**src/rtl/sec_timer_ctrl.sv**
```systemverilog
// Period timer with up/down 4-bit count, pause/resume and clear.
// Define SEC_TIMER_CTRL_AUTORELOAD_EN to reload on terminal instead of stopping.
module sec_timer_ctrl #(
  parameter int unsigned SEC1_MAX = 50000000
) (
  input  logic       CLK,
  input  logic       RESET,
  input  logic       START,
  input  logic       STOP,
  input  logic       CLEAR,
  input  logic       DIR,
  input  logic [3:0] LIMIT,
  output logic [3:0] COUNT,
  output logic       TICK,
  output logic       BUSY,
  output logic       DONE,
  output logic       WRAP
);

  localparam logic [1:0] ST_IDLE  = 2'd0;
  localparam logic [1:0] ST_RUN   = 2'd1;
  localparam logic [1:0] ST_PAUSE = 2'd2;
  localparam logic [1:0] ST_DONE  = 2'd3;

  localparam logic [25:0] PMAX = 26'(SEC1_MAX - 1);

  logic [1:0]  state_q, state_d;
  logic [3:0]  count_q, count_d;
  logic [25:0] presc_q, presc_d;
  logic        dir_q, dir_d;
  logic [3:0]  limit_q, limit_d;
  logic        tick_q, tick_d;
  logic        wrap_q, wrap_d;

  logic [3:0] new_s, new_t, t_val, step;
`ifdef SEC_TIMER_CTRL_AUTORELOAD_EN
  logic [3:0] s_val;
  assign s_val = dir_q ? limit_q : 4'd0;
`endif

  assign new_s = DIR ? LIMIT : 4'd0;
  assign new_t = DIR ? 4'd0 : LIMIT;
  assign t_val = dir_q ? 4'd0 : limit_q;
  assign step  = dir_q ? count_q - 4'd1 : count_q + 4'd1;

  always_comb begin
    state_d = state_q;
    count_d = count_q;
    presc_d = presc_q;
    dir_d   = dir_q;
    limit_d = limit_q;
    tick_d  = 1'b0;
    wrap_d  = 1'b0;
    if (CLEAR) begin
      state_d = ST_IDLE;
      count_d = 4'd0;
      presc_d = 26'd0;
    end else begin
      unique case (state_q)
        ST_IDLE, ST_DONE: begin
          if (START && !STOP) begin
            dir_d   = DIR;
            limit_d = LIMIT;
            count_d = new_s;
            presc_d = 26'd0;
            state_d = ST_RUN;
`ifndef SEC_TIMER_CTRL_AUTORELOAD_EN
            if (new_s == new_t) state_d = ST_DONE;
`endif
          end
        end
        ST_RUN: begin
          // a coinciding STOP swallows the period event
          if (STOP) begin
            state_d = ST_PAUSE;
          end else if (presc_q == PMAX) begin
            presc_d = 26'd0;
            tick_d  = 1'b1;
`ifdef SEC_TIMER_CTRL_AUTORELOAD_EN
            if (count_q == t_val) begin
              count_d = s_val;
              wrap_d  = 1'b1;
            end else begin
              count_d = step;
            end
`else
            count_d = step;
            if (step == t_val) state_d = ST_DONE;
`endif
          end else begin
            presc_d = presc_q + 26'd1;
          end
        end
        ST_PAUSE: begin
          if (START && !STOP) state_d = ST_RUN;
        end
        default: state_d = ST_IDLE;
      endcase
    end
  end

  always_ff @(posedge CLK) begin
    if (RESET) begin
      state_q <= ST_IDLE;
      count_q <= 4'd0;
      presc_q <= 26'd0;
      dir_q   <= 1'b0;
      limit_q <= 4'd0;
      tick_q  <= 1'b0;
      wrap_q  <= 1'b0;
    end else begin
      state_q <= state_d;
      count_q <= count_d;
      presc_q <= presc_d;
      dir_q   <= dir_d;
      limit_q <= limit_d;
      tick_q  <= tick_d;
      wrap_q  <= wrap_d;
    end
  end

  assign COUNT = count_q;
  assign TICK  = tick_q;
  assign BUSY  = (state_q == ST_RUN);
  assign DONE  = (state_q == ST_DONE);
`ifdef SEC_TIMER_CTRL_AUTORELOAD_EN
  assign WRAP  = wrap_q;
`else
  assign WRAP  = 1'b0;
  logic unused_wrap;
  assign unused_wrap = wrap_q;
`endif

endmodule

```
**config.mk**
```make
export PLATFORM = sky130hd
export DESIGN_NAME = sec_timer_ctrl
export DESIGN_NICKNAME = d
export VERILOG_FILES = /design/src/rtl/sec_timer_ctrl.sv
export SDC_FILE = /design/constraint.sdc
export NUM_CORES = 1
export LEC_CHECK = 0
export ABC_AREA = 1
export CAP_MARGIN = 20
export CORE_ASPECT_RATIO = 1.2
export CORE_MARGIN = 5
export CORE_UTILIZATION = 58
export CTS_CLUSTER_SIZE = 8
export DETAILED_ROUTE_END_ITERATION = 8
export PLACE_DENSITY = 0.79
export SLEW_MARGIN = 20
export SYNTH_ARGS = -nofsm -noshare
export SYNTH_HDL_FRONTEND = slang
export SYNTH_SLANG_ARGS = --single-unit
```
**constraint.sdc**
```tcl
create_clock -name CLK -period 2.6 [get_ports CLK]
set_input_delay 0.39 -clock CLK [delete_from_list [all_inputs] [get_ports CLK]]
set_output_delay 0.39 -clock CLK [all_outputs]
set_load 0.05 [all_outputs]
```
Word level (Yosys, flattened, before mapping). Index checks and enable logic that the tools add are counted.

Register bits after elaboration: 38. Latch bits: 0. RAM bits: 0. Memory bits (read-only): 0. Bits of input ports: 10. Output and inout bits: 8. Logic and storage cells: 54. Memories kept: 0.

Add/subtract/negate cells: 3. Multiply operators: 0. Div/mod/pow operators: 0. Magnitude comparators: 0. Equal/unequal tests: 12. Shift operators: 0. Muxes and demuxes: 20. Bitwise gates (word level): 2. Reduce and logical (&&, ||, !) cells: 11.

Operators by type and width (count): 26-bit two-way mux (3); 26-bit one-hot mux with 2 select lines (1); 4-bit two-way mux (7); 26-bit by 1-bit adder with 26-bit output, second input constant (1); 26-bit == test, second input constant (1); 2-bit two-way mux (6); 4-bit == test (2); 4-bit one-hot mux with 2 select lines (1); 4-bit AND reduction (2); 2-bit != test, second input constant (3); 3-bit by 2-bit != test with 1-bit output, second input constant (2); 2-bit one-hot mux with 3 select lines (1); 3-bit AND reduction (2); 4-bit by 1-bit adder with 4-bit output, second input constant (1); 2-bit == test, second input constant (2); 2-bit OR reduction (2); 4-bit OR reduction (1); 4-bit by 1-bit subtractor with 4-bit output, second input constant (1); 2-bit by 1-bit == test with 1-bit output, second input constant (1); 2-bit logical NOT (1); 2-bit by 1-bit != test with 1-bit output, second input constant (1); 1-bit NOT (2); 2-bit nonzero test (1); 1-bit logical AND (1); other kinds (2) (2).

Longest topological paths before layout.
Depth after elaboration: 7. Depth in mapped cells: 14.

Worst setup path before layout. Ideal clock, no wire load.

Kind: register to register. From: reg count_q[0], in the netlist COUNT[0]. To: reg state_q[1]. Library setup time: 0.115 ns. Arrival: 2.054 ns. Required time: 2.485 ns. Setup slack: 0.431 ns. Cell stages (with the launch flop): 14. Period minus slack after synthesis: 2.169 ns. Cells stage by stage: dfxtp_1 > inv_1 > fa_1 > inv_1 > nand2_1 > nand2_1 > nor2_1 > nand2_1 > nor2_1 > nand2_1 > nand2_1 > nand3_1 > nand2_1 > nor2_1.

Word-level cells in the longest chain between the ends: 5.

RTL lines: start, declared (line 28) `logic [3:0] count_q, count_d;`; start signal, assigned (line 113) `count_q <= count_d;`; 4-bit by 1-bit adder with 4-bit output or 4-bit by 1-bit subtractor with 4-bit output (tied branches) (line 44) `assign step = dir_q ? count_q - 4'd1 : count_q + 4'd1;`; 4-bit two-way mux * (line 44); 4-bit == test * (line 88) `if (step == t_val) state_d = ST_DONE;`; 3-bit by 2-bit != test with 1-bit output (no line) *; 4-bit AND reduction (no line) *; end signal, assigned (line 112) `state_q <= state_d;`; end, declared (line 27) `logic [1:0] state_q, state_d;`.

Mark *: on every way between the ends. The rest lies on a longest branch, timed or not. A chain may end at the register's enable or synchronous reset.

Worst setup path in the final report.
From: reg state_q[1]. To: out BUSY.

Word-level cells in the longest chain between the ends: 1.

RTL lines: 2-bit by 1-bit == test with 1-bit output (line 124) `assign BUSY = (state_q == ST_RUN);`; end, declared (line 15) `output logic BUSY,`.

No other way between the ends.

==> reports/metrics.csv <==
stage,metric,value,unit
cells_and_area,nets_final,394,
clock_network,numClockSinks,38,
sta,whs,0.460,ns
status,outcome,"finished, final reports clean",
sta,finalClockSkew,0.00573,ns
worst_hold_path,hold_class,register to register,
synth,synth_cells,357,
clock_network,post-cts-setup-buffer-count,0,
worst_hold_path,min_to,limit_q[3],
power_and_ir_drop,leakagePower,1.03,nW
clock_network,cts.clk_slew.worst_paths,0.08,ns
sta,timing.fmax,0.420,GHz
clock_network,clock_tree.htree_level_count,2,
setup_path,r2r_end,state_q[1],
grt,globalRouteOverflowTotal,0,
grt,via_count_of_the_first_global_routing_pass,2224,
power_and_ir_drop,power,1.23,mW
clock_network,cts-root-to-sink-buffers,2,
synth,synth_area,0.00238,mm2
sta,finalSetupTns,0,ns
drt,detail_route.vias_per_cell,5.51,
synth,ys_seq_area_frac,0.320,
clock_network,worst_skew_pair.late_latency,0.29,ns
setup_path,worst-r2r-cell-count,13,
setup_path,reg2reg_slack,0.34,ns
cells_and_area,antenna_cells_inserted,0,
floorplanning,die_width,68.4,um
sta,hold_viol,0,
setup_path,worstSetupStartpointType,register,
power_and_ir_drop,power_density,459,mW/mm2
power_and_ir_drop,pwr-share-clk,0.344,
synth,post_synthesis_net_count,374,
power_and_ir_drop,swShare,0.289,
floorplanning,die_h,80.1,um
setup_path,worst_r2r_startpoint,dir_q,
floorplanning,io_pins,18,
place,placed_area,0.00258,mm2
sta,setup-violations-final,0,
place,placement.setup.worst_slack,0.345,ns
grt,grt_use_total,0.239,
worst_hold_path,holdCritStartpoint,limit_q[3],
power_and_ir_drop,p_int,0.873,mW
sta,timing.final.max_slew_violations,0,
sta,timing.final.crit_period,2.38,ns
synth,fraction_of_synthesis_flops_using_an_asynchronous_set_or_reset_pin,0,
flow_run,cap_viol_max_count,0,
clock_network,cts_root_buf,sky130_fd_sc_hd__clkbuf_8,
place,place.detailed.instances,424,
synth,synth-edff-count,0,
power_and_ir_drop,share_comb_of_total_power,0.165,
clock_network,cts_tree,done,
cells_and_area,final_util,0.678,
setup_path,data_required_time_of_the_critical_path,2.21,ns
sta,relative_slew_slack,0.631,
drt,dr_total_vias,2380,
drt,routedWlPerCell,13.6,um
grt,antenna_violations_before_repair,0,
drt,detail_route.drc_violations,0,
synth,yosys_warnings,0,
clock_network,cts-resized-gates,0,
sta,rsz_0062_raised_after_global_routing,no,
drt,drtAntennaViolNets,0,
synth,avg_inst_size_synth,6.66,um2
cells_and_area,final_layout_size_suffix_gt1_frac,0.0979,
setup_path,crit_arrival,1.99,ns
setup_path,endpoint_class_of_the_critical_path,primary output,
drt,totalWireLength,5870,um
synth,synth_flop_cell,sky130_fd_sc_hd__dfxtp_1,
synth,yosys.cell_types.count,41,
place,place.port_buffers,16,
clock_network,cts_hold_buf,0,
cells_and_area,layout-area-overhead-vs-synth,12.4,%
cells_and_area,stdcell_count,432,
grt,grt_first_pass_wirelength,9920,um
place,detailedPlacementHpwl,4530,um
floorplanning,rows,25,
setup_path,worstPathMaxFanout,8,
floorplanning,core_area,0.00394,mm2
synth,yosys_reg_bits,38,
worst_hold_path,min_delay_path_depth,2,
power_and_ir_drop,max_vdd_drop,0.418,mV
drt,dr.pass1.iters,5,
cells_and_area,post_route_cell_area,0.00267,mm2
place,place.gp.congestion,0.964,
drt,dr.first_iter.drc_count,264,
floorplanning,effective_utilization_at_floorplan,0.603,
sta,fin_ws,0.219,ns
sta,worst_pin_slew,0.553,ns
sta,final.period_utilization,0.916,
power_and_ir_drop,power_switching,0.354,mW
clock_network,number_of_buffers_added_by_the_clock_tree_synthesis_step,5,
setup_path,worst-setup-path-type,register to primary output,
power_and_ir_drop,p_seq_frac,0.491,
grt,largest_net_degree_at_the_start_of_global_routing,15,
floorplanning,floorplan.die_area,0.00548,mm2
-- sequential cells by signal, summed over array words and instances (netlist names) --
name / flops
dir_q: 1
COUNT: 4
state_q: 2
limit_q: 4
presc_q: 26
TICK: 1
-- cells in the mapped netlist, types with 3 or more instances --
master | count | area, um2
sky130_fd_sc_hd__a21oi_1 | 22 | 110
sky130_fd_sc_hd__dfxtp_1 | 38 | 761
sky130_fd_sc_hd__ha_1 | 6 | 75.1
sky130_fd_sc_hd__inv_1 | 46 | 173
sky130_fd_sc_hd__inv_2 | 5 | 18.8
sky130_fd_sc_hd__nand2_1 | 76 | 285
sky130_fd_sc_hd__nand2_2 | 5 | 31.3
sky130_fd_sc_hd__nand2_4 | 3 | 33.8
sky130_fd_sc_hd__nand3_1 | 20 | 100
sky130_fd_sc_hd__nand4_1 | 5 | 31.3
sky130_fd_sc_hd__nor2_1 | 54 | 203
sky130_fd_sc_hd__nor2_4 | 6 | 67.6
sky130_fd_sc_hd__nor3_1 | 19 | 95.1
sky130_fd_sc_hd__nor3b_1 | 3 | 22.5
sky130_fd_sc_hd__nor4_1 | 3 | 18.8
sky130_fd_sc_hd__o21ai_0 | 13 | 65.1
sky130_fd_sc_hd__o21ai_1 | 3 | 15.0
-- final cells by class --
cell class	count	area (um2)
fillers	378	1270
repair buffers	16	160
well taps	54	67.6
clock buffers	7	86.3
multi-input cells	262	1390
inverters	54	208
flip-flops and latches	38	761
clock inverters	1	5.00
-- logic make-up after synthesis --
| family | share of synthesized area |
|---|---|
| and+or+nand+nor | 0.428 |
| buffers and inverters | 0.0974 |
| AOI/OAI and AO/OA | 0.105 |
| DFF | 0.320 |
| adders and majority gates | 0.0400 |
| xor gates and xnor gates | 0.00737 |
| other | 0.00158 |
-- how the worst max path moves through the flow --
stage / endpoint / slack, ns / start / cells after the start
6_report: BUSY / 0.22 / state_q[1] / 3
5_1_grt: state_q[1] / 0.06 / dir_q / 13
4_1_cts: BUSY / 0.21 / state_q[1] / 3
3_5_place_dp: state_q[1] / 0.34 / dir_q / 13
3_3_place_gp: state_q[1] / 0.38 / dir_q / 13
2_1_floorplan: state_q[1] / 0.43 / COUNT[0] / 13
-- cell usage in the layout (no fill, tap or decap), types with 2 or more instances in the layout --
cell                               n
sky130_fd_sc_hd__nor3b_2           2
sky130_fd_sc_hd__dfxtp_1          38
sky130_fd_sc_hd__inv_1            46
sky130_fd_sc_hd__ha_1              6
sky130_fd_sc_hd__xor2_1            2
sky130_fd_sc_hd__nand4_1           5
sky130_fd_sc_hd__nor3_1           19
sky130_fd_sc_hd__and3_1            2
sky130_fd_sc_hd__nor2_4            6
sky130_fd_sc_hd__nand3b_1          2
sky130_fd_sc_hd__inv_4             2
sky130_fd_sc_hd__nand3_1          20
sky130_fd_sc_hd__nor4_1            3
sky130_fd_sc_hd__a21oi_1          22
sky130_fd_sc_hd__clkbuf_8          6
sky130_fd_sc_hd__nand2_4           3
sky130_fd_sc_hd__o21ai_1           3
sky130_fd_sc_hd__clkdlybuf4s50_1  16
sky130_fd_sc_hd__nand2_2           5
sky130_fd_sc_hd__nor3b_1           3
sky130_fd_sc_hd__o21ai_0          13
sky130_fd_sc_hd__inv_2             5
sky130_fd_sc_hd__nand2_1          76
sky130_fd_sc_hd__nand3_4           2
sky130_fd_sc_hd__nor2_1           54
-- routing by layer --
layer	vias up	GRT usage	wire (um)
met1	1107	0.275	2400
met4	0	0.113	195
li1	1185	-	-
met5	-	0	0
met3	18	0.0448	240
met2	70	0.414	3030
-- power groups by stage --
stage          registers [mW]  logic, mW  clock network [mW]
6_report                0.603      0.203               0.422
5_1_grt                 0.604      0.227               0.455
4_1_cts                 0.603      0.203               0.427
3_5_place_dp            0.616      0.202                   0
3_3_place_gp            0.615      0.199                   0
2_1_floorplan           0.627      0.133                   0
-- critical path: stages (launching register included) --
cell and delay [ns]:
sky130_fd_sc_hd__dfxtp_1 0.34, sky130_fd_sc_hd__inv_1 0.06, sky130_fd_sc_hd__ha_1 0.40, sky130_fd_sc_hd__clkdlybuf4s50_1 0.89
Note: power is estimated with default switching activity, not from simulation.
